### config.mk
export PLATFORM = sky130hd
export DESIGN_NAME = neuron_sweep_sched_flat
export DESIGN_NICKNAME = d
export VERILOG_FILES = /design/src/rtl/neuron_sweep_sched_pkg.sv /design/src/rtl/neuron_sweep_sched_if.sv /design/src/rtl/neuron_sweep_sched_addr_pipe.sv /design/src/rtl/neuron_sweep_sched.sv /design/src/flat_wrapper.sv
export SDC_FILE = /design/constraint.sdc
export NUM_CORES = 1
export LEC_CHECK = 0
export CORE_MARGIN = 3
export CORE_UTILIZATION = 24
export DETAILED_ROUTE_END_ITERATION = 12
export HOLD_SLACK_MARGIN = 0.05
export PLACE_DENSITY = 0.55
export SLEW_MARGIN = 10
export SYNTH_ARGS = -nofsm -noshare
export SYNTH_HDL_FRONTEND = slang
export SYNTH_SLANG_ARGS = --single-unit
### constraint.sdc
create_clock -name clk -period 2.3 [get_ports clk]
set_input_delay 0.345 -clock clk [delete_from_list [all_inputs] [get_ports clk]]
set_output_delay 0.345 -clock clk [all_outputs]
set_load 0.05 [all_outputs]
### src/rtl/neuron_sweep_sched_pkg.sv
// Shared types and defaults for the neuron sweep scheduler slice.
package neuron_pkg;

  localparam int NEURON_NO_DEF  = 256;
  localparam int PIPE_DEPTH_DEF = 4;

  typedef enum logic [1:0] {
    EXT_NONE = 2'd0,
    EXT_RD   = 2'd1,
    EXT_WR   = 2'd2
  } ext_req_t;

  typedef enum logic [1:0] {
    IDLE  = 2'd0,
    SWEEP = 2'd1,
    DRAIN = 2'd2
  } sched_state_t;

  // Encoding 3 on the request bus is reserved and never counts as a request.
  function automatic logic is_host_req(logic [1:0] req);
    return (req == EXT_RD) || (req == EXT_WR);
  endfunction

endpackage

### src/rtl/neuron_sweep_sched_if.sv
// Host access port of the sweep scheduler: request/address in, grant and strobes out.
interface neuron_sweep_sched_if #(
  parameter int AW = 8
) ();

  logic [1:0]    ext_req;
  logic [AW-1:0] ext_addr;
  logic          ext_grant;
  logic          ext_rd_en;
  logic          ext_wr_en;
  logic [AW-1:0] ext_addr_q;

  modport master (
    output ext_req,
    output ext_addr,
    input  ext_grant,
    input  ext_rd_en,
    input  ext_wr_en,
    input  ext_addr_q
  );

  modport slave (
    input  ext_req,
    input  ext_addr,
    output ext_grant,
    output ext_rd_en,
    output ext_wr_en,
    output ext_addr_q
  );

endinterface

### src/rtl/neuron_sweep_sched_addr_pipe.sv
// Valid/address delay line feeding the update (DEPTH-1) and write-back (DEPTH) stages.
module addr_pipe #(
  parameter int AW    = 8,
  parameter int DEPTH = 4
) (
  input  logic          clk,
  input  logic          reset,
  input  logic          src_valid,
  input  logic [AW-1:0] src_addr,
  output logic          mid_valid,
  output logic [AW-1:0] mid_addr,
  output logic          end_valid,
  output logic [AW-1:0] end_addr
);

  logic [DEPTH-1:0] valid_sr;
  logic [AW-1:0]    addr_sr [DEPTH];

  always_ff @(posedge clk) begin
    if (reset) begin
      valid_sr <= '0;
    end else begin
      valid_sr <= {valid_sr[DEPTH-2:0], src_valid};
    end
  end

  // Addresses are only meaningful alongside their valid bit, so they skip reset.
  always_ff @(posedge clk) begin
    addr_sr[0] <= src_addr;
    for (int i = 1; i < DEPTH; i++) begin
      addr_sr[i] <= addr_sr[i-1];
    end
  end

  assign mid_valid = valid_sr[DEPTH-2];
  assign mid_addr  = addr_sr[DEPTH-2];
  assign end_valid = valid_sr[DEPTH-1];
  assign end_addr  = addr_sr[DEPTH-1];

endmodule

### src/rtl/neuron_sweep_sched.sv
// Time-step scheduler: one read/update/write-back pass over every neuron per dt tick,
// with host access to the state RAMs granted only between sweeps.
module neuron_sweep_sched
  import neuron_pkg::*;
#(
  parameter int NEURON_NO  = NEURON_NO_DEF,
  parameter int PIPE_DEPTH = PIPE_DEPTH_DEF,
  parameter int AW         = $clog2(NEURON_NO)
) (
  input  logic                       clk,
  input  logic                       reset,
  input  logic                       sys_en,
  input  logic                       dt_tick,
  neuron_sweep_sched_if.slave        host,
  output logic                       rd_en,
  output logic [AW-1:0]              rd_addr,
  output logic                       upd_en,
  output logic [AW-1:0]              upd_addr,
  output logic                       wr_en,
  output logic [AW-1:0]              wr_addr,
  output logic                       sweep_done,
  output logic                       busy,
  output logic                       overrun
);

  localparam logic [AW-1:0] LAST_ADDR = AW'(NEURON_NO - 1);

  sched_state_t  state;
  logic          pending;
  logic          start_sweep;
  logic          host_take;
  logic          upd_valid;
  logic          wr_valid;
  logic [AW-1:0] upd_addr_raw;
  logic [AW-1:0] wr_addr_raw;

  // A held request is ignored in its grant cycle, so it cannot be served twice in a row.
  assign start_sweep = sys_en && (dt_tick || pending);
  assign host_take   = is_host_req(host.ext_req) && !host.ext_grant;

  addr_pipe #(
    .AW    (AW),
    .DEPTH (PIPE_DEPTH)
  ) u_addr_pipe (
    .clk       (clk),
    .reset     (reset),
    .src_valid (rd_en),
    .src_addr  (rd_addr),
    .mid_valid (upd_valid),
    .mid_addr  (upd_addr_raw),
    .end_valid (wr_valid),
    .end_addr  (wr_addr_raw)
  );

  assign upd_en   = upd_valid;
  assign upd_addr = upd_valid ? upd_addr_raw : '0;
  assign wr_en    = wr_valid;
  assign wr_addr  = wr_valid ? wr_addr_raw : '0;

  always_ff @(posedge clk) begin
    if (reset) begin
      state           <= IDLE;
      rd_en           <= 1'b0;
      rd_addr         <= '0;
      pending         <= 1'b0;
      overrun         <= 1'b0;
      sweep_done      <= 1'b0;
      busy            <= 1'b0;
      host.ext_grant  <= 1'b0;
      host.ext_rd_en  <= 1'b0;
      host.ext_wr_en  <= 1'b0;
      host.ext_addr_q <= '0;
    end else begin
      sweep_done     <= 1'b0;
      host.ext_grant <= 1'b0;
      host.ext_rd_en <= 1'b0;
      host.ext_wr_en <= 1'b0;

      case (state)
        IDLE: begin
          if (start_sweep) begin
            state   <= SWEEP;
            busy    <= 1'b1;
            rd_en   <= 1'b1;
            rd_addr <= '0;
            // A fresh tick arriving together with a pended one stays pended.
            pending <= pending && dt_tick;
          end else if (host_take) begin
            host.ext_grant  <= 1'b1;
            host.ext_rd_en  <= (host.ext_req == EXT_RD);
            host.ext_wr_en  <= (host.ext_req == EXT_WR);
            host.ext_addr_q <= host.ext_addr;
          end
        end

        SWEEP: begin
          if (rd_addr == LAST_ADDR) begin
            rd_en <= 1'b0;
            state <= DRAIN;
          end else begin
            rd_addr <= rd_addr + 1'b1;
          end
        end

        DRAIN: begin
          if (wr_valid && (wr_addr_raw == LAST_ADDR)) begin
            state      <= IDLE;
            busy       <= 1'b0;
            sweep_done <= 1'b1;
          end
        end

        default: begin
          state <= IDLE;
          busy  <= 1'b0;
          rd_en <= 1'b0;
        end
      endcase

      // Ticks during a sweep queue one deep; anything beyond that is lost.
      if ((state != IDLE) && dt_tick) begin
        if (pending) begin
          overrun <= 1'b1;
        end else begin
          pending <= 1'b1;
        end
      end
    end
  end

endmodule

### src/flat_wrapper.sv
// flat-port wrapper written by rule: the top's interface ports become plain ports
module neuron_sweep_sched_flat import neuron_pkg::*;
#(
  parameter int NEURON_NO  = NEURON_NO_DEF,
  parameter int PIPE_DEPTH = PIPE_DEPTH_DEF,
  parameter int AW         = $clog2(NEURON_NO)
)
  (clk, reset, sys_en, dt_tick, rd_en, rd_addr, upd_en, upd_addr, wr_en, wr_addr, sweep_done, busy, overrun, host_ext_req, host_ext_addr, host_ext_grant, host_ext_rd_en, host_ext_wr_en, host_ext_addr_q);
  neuron_sweep_sched_if #(.AW(AW)) host_i ();
  input  logic clk;
  input  logic reset;
  input  logic sys_en;
  input  logic dt_tick;
  output logic rd_en;
  output logic [AW-1:0] rd_addr;
  output logic upd_en;
  output logic [AW-1:0] upd_addr;
  output logic wr_en;
  output logic [AW-1:0] wr_addr;
  output logic sweep_done;
  output logic busy;
  output logic overrun;
  input wire logic [$bits(host_i.ext_req)-1:0] host_ext_req;
  input wire logic [$bits(host_i.ext_addr)-1:0] host_ext_addr;
  output wire logic [$bits(host_i.ext_grant)-1:0] host_ext_grant;
  output wire logic [$bits(host_i.ext_rd_en)-1:0] host_ext_rd_en;
  output wire logic [$bits(host_i.ext_wr_en)-1:0] host_ext_wr_en;
  output wire logic [$bits(host_i.ext_addr_q)-1:0] host_ext_addr_q;
  assign host_i.ext_req = host_ext_req;
  assign host_i.ext_addr = host_ext_addr;
  assign host_ext_grant = host_i.ext_grant;
  assign host_ext_rd_en = host_i.ext_rd_en;
  assign host_ext_wr_en = host_i.ext_wr_en;
  assign host_ext_addr_q = host_i.ext_addr_q;
  neuron_sweep_sched #(.NEURON_NO(NEURON_NO), .PIPE_DEPTH(PIPE_DEPTH), .AW(AW)) u_core (.clk(clk), .reset(reset), .sys_en(sys_en), .dt_tick(dt_tick), .host(host_i), .rd_en(rd_en), .rd_addr(rd_addr), .upd_en(upd_en), .upd_addr(upd_addr), .wr_en(wr_en), .wr_addr(wr_addr), .sweep_done(sweep_done), .busy(busy), .overrun(overrun));
endmodule
# Word-level counts from Yosys, hierarchy flattened
# Memory sizes are Yosys's and may differ from the RTL's.
# Index checks and enable logic that the tools add are counted.
# Widths: inputs -> output; s select.
# totals
register_bits,30
latchBits,0
ram_bits,32
rom_bits,0
inputBits,14
elab_cells,69
mem_count,1
# mem_list
name,depth,word_bits,read_ports,rd_ports_with_merged_regs,wr,line_no,source
u_core.u_addr_pipe.addr_sr,4,8,4,0,4,neuron_sweep_sched_addr_pipe.sv:17,logic [AW-1:0] addr_sr [DEPTH];
# op_classes
n_addsub,1
mul,0
div,0
magnitude_cmp,0
eq_ne,10
n_shift,0
muxes,20
bitwise_logic,5
reduce_logical,20
# ops
op,n
$mux 8,4
$eq 8x8->1 const B,2
$pmux 8 s2,1
$reduce_and 3->1,5
$mux 1,9
$add 8x1->8 const B,1
$mux 2,3
$ne 2x1->1 const B,3
$pmux 1 s3,2
$pmux 2 s3,1
$logic_and 1x1->1,5
$not 1->1,5
$eq 2x1->1 const B,2
$eq 2x2->1 const B,2
$reduce_bool 2->1,2
$reduce_or 4->1,1
$reduce_or 3->1,1
$logic_not 2->1,1
$logic_or 1x1->1,2
$ne 2x2->1 const B,1
$reduce_and 2->1,1
$reduce_or 2->1,1
$logic_not 1->1,1

# Longest topological paths before layout
# Gate-level depths: netlist of run 1.
# logic_depth
ltp_word,6
ltp_mapped,7

# Hierarchy
# A second synthesis of run 1 with hierarchy kept.
# unflattened
hier_cells,175
area_unflattened_um2,1948.1
# by_module_without_submodules
mod,instances,cells_each,area_per_inst_um2,seq_area_each_um2
neuron_sweep_sched,1,135,1202.4,520.5
addr_pipe,1,40,745.7,720.7

# Least setup slack after synthesis of run 1
# Ideal clock, no wire load.
# synth_path
path_type,flip-flop to flip-flop
startpoint,register u_core.rd_addr[0]
endpoint,register u_core.rd_addr[5]
setup_ps,59
arrival_ps,1843
required_time_ps,2241
path_slack_ps,398
stages_incl_launch_ff,6
path_buffers,0
path_cell_list,dfxtp_1 -> ha_1 -> and4_4 -> a41oi_4 -> nor3_4 -> a221o_1
# synth_via
elab_chain_len,3
word_cells_on_any_way,6
cone_classes,add/sub (1); eq/ne (2); mux (2); reduce/logical (1)
# synth_lines
element,line_no,source
from (decl),neuron_sweep_sched.sv:16,"output logic [AW-1:0] rd_addr,"
from (signal assigned),neuron_sweep_sched.sv:101,rd_addr <= rd_addr + 1'b1;
$add 8x1->8 or $eq 8x8->1 (tied branches),"neuron_sweep_sched.sv:101, neuron_sweep_sched.sv:97",
$mux 8 or $ne 2x2->1 (tied branches),-,
$pmux 8 s2 or $reduce_and 3->1 (tied branches),-,
# Several ways; a longest one is shown, not always the timed one. The select of a mux whose other input is x is not followed.
# A chain may end at the register's enable or synchronous reset.

# Final worst setup path of run 1
# layout_path
startpoint,register u_core.u_addr_pipe.valid_sr[2]
endpoint,output upd_addr[2]
# layout_via
elab_chain_len,1
# layout_lines
element,line_no,source
from (decl),neuron_sweep_sched_addr_pipe.sv:16,logic [DEPTH-1:0] valid_sr;
from (signal assigned),neuron_sweep_sched_addr_pipe.sv:23,"valid_sr <= {valid_sr[DEPTH-2:0], src_valid};"
$mux 8,neuron_sweep_sched.sv:56,assign upd_addr = upd_valid ? upd_addr_raw : '0;
to (decl),flat_wrapper.sv:17,output logic [AW-1:0] upd_addr;
# Every way passes these cells.

==> results of run 1 <==
==> metal layers <==
metal / vias to the layer above / GRT usage [%] / part of all wire [%] / wire [um]
met3: 8 / 3.23 / 6.6 / 257
met5: - / 0 / 0 / 0
met1: 615 / 10.7 / 46 / 1800
li1: 735 / - / - / -
met4: 0 / 5.75 / 2.1 / 81
met2: 42 / 13.1 / 45 / 1740
==> per-stage QoR <==
stage | worst slack (ns) | instances | hold slack (ns)
finish | 0.160 | 348 | 0.325
global placement | 0.445 | 332 | 0.310
global route | 0.0516 | 348 | 0.324
floorplan | 0.398 | 176 | 0.310
detailed placement | 0.380 | 332 | 0.312
CTS | 0.110 | 348 | 0.324
==> cells in the mapped netlist <==
cell type | count | area, um2
a41o_1 | 1 | 10.0
and4_4 | 1 | 11.3
nand2b_4 | 1 | 13.8
ha_1 | 3 | 37.5
nor3_2 | 1 | 10.0
buf_1 | 1 | 3.75
a21oi_1 | 2 | 10.0
a211oi_1 | 2 | 15.0
nor3_1 | 4 | 20.0
a31oi_1 | 1 | 6.26
buf_2 | 1 | 5.00
o211a_1 | 1 | 10.0
o32ai_1 | 1 | 8.76
mux2i_1 | 8 | 80.1
a41oi_4 | 1 | 27.5
a21o_1 | 1 | 7.51
clkbuf_2 | 1 | 5.00
or2_2 | 1 | 6.26
clkbuf_1 | 1 | 3.75
o22ai_1 | 1 | 6.26
nand2_1 | 5 | 18.8
buf_6 | 1 | 11.3
and3_1 | 2 | 12.5
nand3_1 | 4 | 20.0
xnor2_1 | 1 | 8.76
and3_2 | 1 | 7.51
a22o_1 | 2 | 17.5
a211o_1 | 3 | 26.3
or4b_1 | 1 | 10.0
nand3b_1 | 1 | 7.51
nand4_1 | 4 | 25.0
a221o_1 | 1 | 10.0
and2_1 | 18 | 113
nor4_1 | 1 | 6.26
dfxtp_1 | 62 | 1240
nor2_1 | 19 | 71.3
inv_1 | 6 | 22.5
nor3_4 | 1 | 16.3
or2_1 | 1 | 6.26
o21ai_0 | 1 | 5.00
nor2b_1 | 4 | 25.0
o21ai_1 | 2 | 10.0
nor3b_2 | 1 | 12.5
==> sequential cells by signal, indices dropped and copies added (netlist names), 2 cells and up <==
| signal | count |
|---|---|
| u_core.u_addr_pipe.addr_sr | 32 |
| u_core.host.ext_addr_q | 8 |
| u_core.rd_addr | 8 |
| u_core.u_addr_pipe.valid_sr | 4 |
| u_core.state | 2 |
==> power breakdown <==
part           internal (mW)  switching, mW
Combinational          0.115          0.163
Sequential              1.11         0.0298
Clock                  0.459          0.443
Total                   1.69          0.635
==> layout make-up <==
class / instances / area (um2)
fillers: 809 / 5060
flip-flops and latches: 62 / 1240
repair buffers: 59 / 578
well taps: 102 / 128
clock inverters: 5 / 41.3
clock buffers: 11 / 151
multi-input cells: 103 / 709
inverters: 6 / 22.5
==> kinds of logic after synthesis <==
logic type / count (synthesis) / share of synthesized area, %
DFF: 62 / 62.0
muxes: 8 / 4.00
buffers and inverters: 11 / 2.56
xor gates and xnor gates: 1 / 0.438
and+or+nand+nor: 71 / 20.6
AOI/OAI and AO/OA: 20 / 8.50
adders and majority gates: 3 / 1.88
==> final timing paths <==
| check | cells past startpoint | slack (ns) | end | start |
|---|---|---|---|---|
| max | 2 | 0.16 | upd_addr[2] | u_core.u_addr_pipe.valid_sr[2] |
| min | 0 | 0.32 | u_core.u_addr_pipe.addr_sr[1][6] | u_core.u_addr_pipe.addr_sr[0][6] |
| max reg2reg | 5 | 0.53 | u_core.rd_addr[0] | u_core.rd_addr[0] |
| min reg2reg | 0 | 0.32 | u_core.u_addr_pipe.addr_sr[1][6] | u_core.u_addr_pipe.addr_sr[0][6] |
==> implementation parameters, run 1 <==
Parameter                              Value

Status
  Outcome ... finished, final reports clean

Die
  Vert. Die Dim ... 97.3 um
  Chip Width ... 97.3 um
  Initial Utilization ... 25.3%
  Area of the placeable core ... 7930 um2
  Number of top-level design ports ... 55
  Core Rows ... 32
  DIE AREA ... 9470 um2

Hold path
  Tightest Hold Check Type ... reg -> reg

Place
  Buffers on Ports ... 54
  Total placed instance area ... 2680 um2
  Dpl hpwl ... 2820 um
  Routability cong. ... 0.783

CTS
  CTS buffer count ... 9
  Number of buffers inserted to repair setup after CTS ... 0
  Clock input transition at the sequential cells of the worst setup and hold paths ... 0.07 ns
  CTS tree ... built
  Cts-stage hold buffer count ... 0
  Clock tree buffer depth ... 2
  Total number of clock tree sinks ... 62
  Skew-Pair Late Insertion Delay ... 0.33 ns
  Number of H-tree levels ... 3
  Clock Root Buffer ... clkbuf_8
  Number of gates resized after CTS ... 0

Logic synthesis
  Distinct cell type count of the synthesized netlist ... 43
  Gate count after technology mapping ... 176
  Portion of the post-synthesis area used by sequential elements ... 62.0%
  Yosys warns ... 0
  Post-Synthesis Mean Instance Area ... 11.4 um2
  Synth Cell Area ... 2000 um2
  Total nets after synthesis ... 193
  Post-synthesis sequential element count ... 62

Timing
  Number of hold violations in the final report ... 0
  Actual transition at the worst max-transition pin ... 0.529 ns
  Unrepaired setup endpoints after global routing ... false
  Final max-slew violation count ... 0
  Portion of the clock cycle consumed by the worst path in the final layout ... 93.1%
  Final-layout setup total negative slack ... 0 ns
  Min cycle time layout ... 2.14 ns
  Worst-case clock skew ... 0.00860 ns
  Slew headroom ... 64.6%
  Final-report setup violation count ... 0
  Max Freq ... 0.467 GHz

Global route
  Number of antenna violations at the first check in global routing ... 0
  Aggregate global routing overflow ... 0
  Pin count of the biggest net entering global routing ... 13
  Vias in the first global route ... 1368
  First-pass GRT wire length ... 6580 um
  Global routing usage summed across all routing layers ... 8.82%

Power and ir drop
  Leakage power ... 1.17 nW
  Cell Pwr Density ... 809 nW/um2
  Worst vdd rail ir drop ... 0.328 mV
  Total Power ... 2.32 mW

Critical path
  Worst-path cell chain ... and2_1 > clkdlybuf4s50_1
  Element type at the critical path start ... register
  Arrival time of the worst setup path ... 1.80 ns
  Type of the worst setup path ... reg -> out
  Worst path max stage delay ... 0.81 ns
  Family with the most delay on the worst path ... buffers and inverters
  Largest fanout of any net on the critical path ... 10
  Data required time of the critical path ... 1.96 ns
  CP endpoint kind ... primary output
  Worst path buffer plus inverter count ... 1
  Master of the slowest instance on the critical path ... clkdlybuf4s50_1

Drt
  Average detailed-routed wire length per instance ... 11.1 um
  Drt first-iter violations ... 50
  Count of nets left with antenna violations after detail routing ... 0
  Number of remaining DRC errors ... 0
  Drt total wl ... 3880 um
  Average vias per placed instance ... 4.02
  Total via count after detailed routing ... 1400
  Number of detailed-route iterations in the first pass ... 4

Finish
  Most used cells in the layout excluding fill and tap cells ... dfxtp_1, clkdlybuf4s50_1, nor2_1, and2_1, clkbuf_8
  NumNets Final ... 258
  Final standard cell area without fillers ... 2870 um2
  Leading cell type in the layout, fill and taps excluded ... dfxtp_1
  Relative area change from synthesis to final layout ... 43.4%
  Number of diodes added for antenna fixing ... 0
  Share of post-route cells with drive strength above 1 ... 11.8%
  Post-route core utilization ... 36.2%

Flow run
  Max capacitance violation total ... 0
Note: power is estimated with default switching activity, not from simulation.
==> run 2: changes to the inputs <==
PLACE_DENSITY = not set   (was 0.55)
==> implementation parameters, run 2 (synthesis gave the netlist of run 1 again) <==
Parameter                              Value

CTS
  Total number of clock tree sinks ... 62 (unchanged)
  Number of H-tree levels ... 3 (unchanged)
  Number of buffers inserted to repair setup after CTS ... 0 (unchanged)
  CTS buffer count ... 9 (unchanged)
  Cts-stage hold buffer count ... 0 (unchanged)
  Clock Root Buffer ... clkbuf_8
  CTS tree ... built
  Skew-Pair Late Insertion Delay ... 0.33 ns (about the same)
  Clock input transition at the sequential cells of the worst setup and hold paths ... 0.07 ns (about the same)
  Clock tree buffer depth ... 2 (unchanged)
  Number of gates resized after CTS ... 0 (unchanged)

Global route
  Pin count of the biggest net entering global routing ... 19 (+6)
  First-pass GRT wire length ... 6250 um (-5.0%)
  Number of antenna violations at the first check in global routing ... 0 (unchanged)
  Aggregate global routing overflow ... 0 (unchanged)
  Vias in the first global route ... 1334 (-2.5%)
  Global routing usage summed across all routing layers ... 8.34% (-0.47 points)

Power and ir drop
  Worst vdd rail ir drop ... 0.352 mV (+7.2%)
  Part of the power in registers ... 50.2% (+1.0 points)
  Psw ... 646 uW (+1.6%)
  Internal portion of total power ... 1.63 mW (-3.3%)
  Leakage power ... 1.16 nW (-0.54%)
  Comb pwr share ... 12.2% (+0.2 points)
  Switching share of power ... 28.3% (+0.98 points)
  Total Power ... 2.28 mW (-1.9%)
  Cell Pwr Density ... 799 nW/um2 (-1.2%)
  Part of the total power dissipated in the clock network ... 37.7% (-1.1 points)

Finish
  Share of post-route cells with drive strength above 1 ... 11.4% (-0.36 points)
  Number of diodes added for antenna fixing ... 0 (unchanged)
  Top reg by flops ... u_core.u_addr_pipe.addr_sr
  NumNets Final ... 257 (-0.39%)
  Most used cells in the layout excluding fill and tap cells ... dfxtp_1, clkdlybuf4s50_1, nor2_1, and2_1, clkbuf_8
  Largest registers in the final layout ... u_core.u_addr_pipe.addr_sr: 32 flops, u_core.host.ext_addr_q: 8 flops, u_core.rd_addr: 8 flops
  Relative area change from synthesis to final layout ... 42.4%
  Leading cell type in the layout, fill and taps excluded ... dfxtp_1
  Largest register FFs ... 32 (unchanged)

Critical path
  Data required time of the critical path ... 1.96 ns (about the same)
  Type of the worst setup path ... reg -> out
  Arrival time of the worst setup path ... 1.75 ns (-0.05 ns)
  Element type at the critical path start ... register
  Largest fanout of any net on the critical path ... 10 (unchanged)
  CP endpoint kind ... primary output

Die
  Area of the placeable core ... 7930 um2 (unchanged)
  Core Rows ... 32 (unchanged)
  Number of top-level design ports ... 55 (unchanged)
  Initial Utilization ... 25.3% (unchanged)
  Chip Width ... 97.3 um (unchanged)
  Vert. Die Dim ... 97.3 um (unchanged)
  DIE AREA ... 9470 um2 (unchanged)

Place
  Buffers on Ports ... 54 (unchanged)
  Routability cong. ... 0.754 (-3.8%)
  Dpl hpwl ... 2830 um (+0.65%)

Drt
  Count of nets left with antenna violations after detail routing ... 0 (unchanged)
  Number of detailed-route iterations in the first pass ... 6 (+2)
  Drt total wl ... 3860 um (-0.36%)
  Drt first-iter violations ... 47 (-6.0%)
  Number of remaining DRC errors ... 0 (unchanged)
  Total via count after detailed routing ... 1440 (+2.9%)
  Average vias per placed instance ... 4.15 (+3.2%)
  Average detailed-routed wire length per instance ... 11.1 um (about the same)

Timing
  Max Freq ... 0.477 GHz (+2.1%)
  Unrepaired setup endpoints after global routing ... false
  Worst-case clock skew ... 0.00821 ns (-0.000390 ns)
  Actual transition at the worst max-transition pin ... 0.522 ns (-0.00671 ns)
  Final-report setup violation count ... 0 (unchanged)
  Final-layout setup total negative slack ... 0 ns (unchanged)
  Min cycle time layout ... 2.10 ns (-0.0434 ns)
  Portion of the clock cycle consumed by the worst path in the final layout ... 91.2% (-1.9 points)
  Slew headroom ... 65.1% (+0.45 points)
  Final max-slew violation count ... 0 (unchanged)
  Number of hold violations in the final report ... 0 (unchanged)

Status
  Outcome ... finished, final reports clean

Hold path
  Tightest Hold Check Type ... reg -> reg

Flow run
  Max capacitance violation total ... 0 (unchanged)
==> run 2: metrics by stage <==
stage	hold WS (ns)	instances	instance area, um2	worst slack [ns]	utilization, %
2_1_floorplan	0.310	176	2000	0.398	-
4_1_cts	0.322	347	2850	0.135	36.0
5_1_grt	0.331	347	2850	0.0472	36.0
3_5_place_dp	0.312	331	2670	0.382	33.7
3_3_place_gp	0.312	331	2670	0.454	33.7
6_report	0.326	347	2850	0.203	36.0
==> run 2: per-layer routing <==
| layer | up-vias | wire (um) | GRT usage [%] |
|---|---|---|---|
| li1 | 738 | - | - |
| met1 | 650 | 1710 | 9.14 |
| met2 | 45 | 1810 | 13.5 |
| met3 | 7 | 288 | 3.80 |
| met4 | 0 | 50 | 4.37 |
| met5 | - | 0 | 0 |
==> run 2: critical path, stage by stage (launching register included) <==
cell	delay [ns]
dfxtp_1	0.45
and2_1	0.17
clkdlybuf4s50_1	0.81
==> run 2: area by class of cell <==
cell class	count	area, um2
repair buffers	58	571
inverters	6	22.5
well taps	102	128
flip-flops and latches	62	1240
multi-input cells	103	709
fillers	834	5080
clock inverters	7	56.3
clock buffers	9	124
==> run 2: final timing paths <==
check | startpoint | end | slack [ns] | cells after the start
setup / recovery | u_core.u_addr_pipe.valid_sr[2] | upd_addr[7] | 0.20 | 2
hold / removal | u_core.u_addr_pipe.addr_sr[0][7] | u_core.u_addr_pipe.addr_sr[1][7] | 0.33 | 0
setup reg to reg | u_core.rd_addr[0] | u_core.rd_addr[0] | 0.55 | 5
hold reg to reg | u_core.u_addr_pipe.addr_sr[0][7] | u_core.u_addr_pipe.addr_sr[1][7] | 0.33 | 0
==> run 2: power by group through the flow <==
stage | sequential, mW | combinational, mW | clock (mW)
2_1_floorplan | 1.25 | 0.100 | 0
6_report | 1.14 | 0.277 | 0.858
3_3_place_gp | 1.17 | 0.277 | 0
3_5_place_dp | 1.17 | 0.281 | 0
4_1_cts | 1.14 | 0.281 | 0.895
5_1_grt | 1.15 | 0.296 | 0.940
==> run 3: changes to the inputs <==
CORE_MARGIN = not set   (was 3)
CTS_CLUSTER_DIAMETER = 30   (was not set)
==> implementation parameters, run 3 (synthesis gave the netlist of run 1 again) <==
Parameter                              Value

Finish
  Layout fillers ... 787 (-5.6%)
  Share of post-route cells with drive strength above 1 ... 9.88% (-1.6 points)
  Number of diodes added for antenna fixing ... 0 (unchanged)
  Top reg by flops ... u_core.u_addr_pipe.addr_sr
  Relative area change from synthesis to final layout ... 43.8%
  Post-route core utilization ... 36.5% (+0.52 points)
  Largest registers in the final layout ... u_core.u_addr_pipe.addr_sr: 32 flops, u_core.host.ext_addr_q: 8 flops, u_core.rd_addr: 8 flops
  Largest register FFs ... 32 (unchanged)
  Leading cell type in the layout, fill and taps excluded ... dfxtp_1
  NumNets Final ... 256 (-0.39%)
  Most used cells in the layout excluding fill and tap cells ... dfxtp_1, clkdlybuf4s50_1, nor2_1, and2_1, clkbuf_8

Critical path
  Master of the slowest instance on the critical path ... clkdlybuf4s50_1
  Critical R2R Capture ... u_core.rd_addr[5]
  Startpoint of the most critical setup path ... u_core.u_addr_pipe.valid_sr[2]
  Element type at the critical path start ... register
  CP endpoint kind ... primary output
  Count of cell instances traversed by the critical path ... 2 (unchanged)
  Data required time of the critical path ... 1.96 ns (about the same)
  Crit path capture ... upd_addr[7]
  Type of the worst setup path ... reg -> out
  Reg2Reg Setup Slack ... 0.55 ns (about the same)
  Start of the worst register-to-register path ... u_core.rd_addr[0]
  Worst path buffer plus inverter count ... 1 (unchanged)
  Worst path max stage delay ... 0.80 ns (about the same)
  Largest fanout of any net on the critical path ... 10 (unchanged)
  Worst-path cell chain ... and2_1 > clkdlybuf4s50_1
  Arrival time of the worst setup path ... 1.78 ns (+0.03 ns)
  Count of cells along the worst register-to-register path ... 5 (unchanged)
  Family with the most delay on the worst path ... buffers and inverters

Drt
  Number of remaining DRC errors ... 0 (unchanged)
  Drt first-iter violations ... 46 (-2.1%)
  Average vias per placed instance ... 4.03 (-2.9%)
  Count of nets left with antenna violations after detail routing ... 0 (unchanged)
  Drt total wl ... 3630 um (-6.0%)
  Total via count after detailed routing ... 1390 (-3.5%)
  Average detailed-routed wire length per instance ... 10.5 um (-5.4%)
  Number of detailed-route iterations in the first pass ... 4 (-2)

Die
  Area of the placeable core ... 7890 um2 (-0.51%)
  Number of top-level design ports ... 55 (unchanged)
  DIE AREA ... 8710 um2 (-8.1%)
  Vert. Die Dim ... 93.3 um (-4.1%)
  Chip Width ... 93.3 um (-4.1%)
  Initial Utilization ... 25.4% (+0.13 points)
  Core Rows ... 32 (unchanged)

Hold path
  Hold wc startpoint ... u_core.u_addr_pipe.addr_sr[0][3]
  Tightest Hold Check Type ... reg -> reg

CTS
  Cts-stage hold buffer count ... 0 (unchanged)
  CTS tree ... built
  Number of H-tree levels ... 3 (unchanged)
  Number of buffers inserted to repair setup after CTS ... 0 (unchanged)
  Number of gates resized after CTS ... 0 (unchanged)
  Clock Root Buffer ... clkbuf_8
  Total number of clock tree sinks ... 62 (unchanged)
  Clock input transition at the sequential cells of the worst setup and hold paths ... 0.06 ns (about the same)
  CTS buffer count ... 9 (unchanged)
  Clock tree buffer depth ... 2 (unchanged)
  Skew-Pair Late Insertion Delay ... 0.33 ns (about the same)

Timing
  Worst-case clock skew ... 0.00612 ns (-0.00209 ns)
  Max Freq ... 0.472 GHz (-1.1%)
  Min cycle time layout ... 2.12 ns (+0.0239 ns)
  Final-report setup violation count ... 0 (unchanged)
  Slew headroom ... 65.4% (+0.33 points)
  Final max-slew violation count ... 0 (unchanged)
  Actual transition at the worst max-transition pin ... 0.517 ns (-0.00493 ns)
  Final Hold Slack ... 0.321 ns (-0.00540 ns)
  Final-layout setup total negative slack ... 0 ns (unchanged)
  Number of hold violations in the final report ... 0 (unchanged)
  Unrepaired setup endpoints after global routing ... false
  Portion of the clock cycle consumed by the worst path in the final layout ... 92.2% (+1.0 points)

Global route
  Aggregate global routing overflow ... 0 (unchanged)
  Vias in the first global route ... 1269 (-4.9%)
  Pin count of the biggest net entering global routing ... 13 (-6)
  First-pass GRT wire length ... 5890 um (-5.9%)
  Number of antenna violations at the first check in global routing ... 0 (unchanged)
  Global routing usage summed across all routing layers ... 9.03% (+0.68 points)

Power and ir drop
  Total Power ... 2.44 mW (+7.2%)
  Cell Pwr Density ... 848 nW/um2 (+6.2%)
  Worst vdd rail ir drop ... 0.352 mV (about the same)
  Leakage power ... 1.17 nW (+0.84%)

Status
  Outcome ... finished, final reports clean

Flow run
  Max capacitance violation total ... 0 (unchanged)

Place
  Routability cong. ... 0.756 (+0.28%)
  Dpl hpwl ... 2590 um (-8.7%)
  Buffers on Ports ... 54 (unchanged)
run 3: cell types whose count changed in the layout (fill, tap and decap cells not counted):
cell / change
buf_4: -1
bufinv_16: +2
clkbuf_1: +2
clkbuf_8: +1
clkinv_2: -1
clkinvlp_4: -1
inv_6: -4
run 3: through the flow:
stage | cells | instance area [um2] | setup slack [ns]
6_report | 345 | 2880 | 0.179
5_1_grt | 345 | 2880 | 0.0595
4_1_cts | 345 | 2880 | 0.125
3_5_place_dp | 330 | 2660 | 0.330
3_3_place_gp | 330 | 2660 | 0.367
2_1_floorplan | 176 | 2000 | 0.398
run 3: power breakdown:
group / total (mW) / leakage (nW) / internal [mW] / switching (mW)
clock network: 1.02 / 0.107 / 0.637 / 0.387
registers: 1.14 / 0.502 / 1.11 / 0.0289
logic: 0.275 / 0.564 / 0.113 / 0.162
run 3: cell type report:
type / count / area (um2) / area share, %
clock buffer: 12 / 145 / 5.04
clock inverter: 3 / 68.8 / 2.39
inverter: 6 / 22.5 / 0.783
multi-input combinational: 103 / 709 / 24.7
sequential: 62 / 1240 / 43.1
tap: 102 / 128 / 4.43
timing repair buffer: 57 / 563 / 19.6
run 3: worst reg2reg max path: cells and delay by family, from the launching register on:
kind | cells | cell delay (ns)
DFF | 1 | 0.37
and+or+nand+nor | 2 | 0.33
adders and majority gates | 1 | 0.28
AOI/OAI and AO/OA | 2 | 0.66
run 3: worst min path at each step:
stage,to,slack (ns),cells after the start
finish,u_core.u_addr_pipe.addr_sr[1][3],0.32,0
global route,u_core.u_addr_pipe.addr_sr[1][6],0.33,0
CTS,u_core.u_addr_pipe.addr_sr[1][3],0.32,0
detailed placement,u_core.u_addr_pipe.addr_sr[2][5],0.31,0
global placement,u_core.u_addr_pipe.addr_sr[2][2],0.31,0
floorplan,u_core.u_addr_pipe.addr_sr[1][0],0.31,0
run 3: layer usage:
layer	GRT usage (%)	part of all wire (%)	routed length (um)	vias up
li1	-	-	-	729
met1	10.2	45	1640	613
met2	13.9	45	1650	41
met3	4.31	7.4	267	7
met4	5.00	1.9	69	0
met5	0	0	0	-
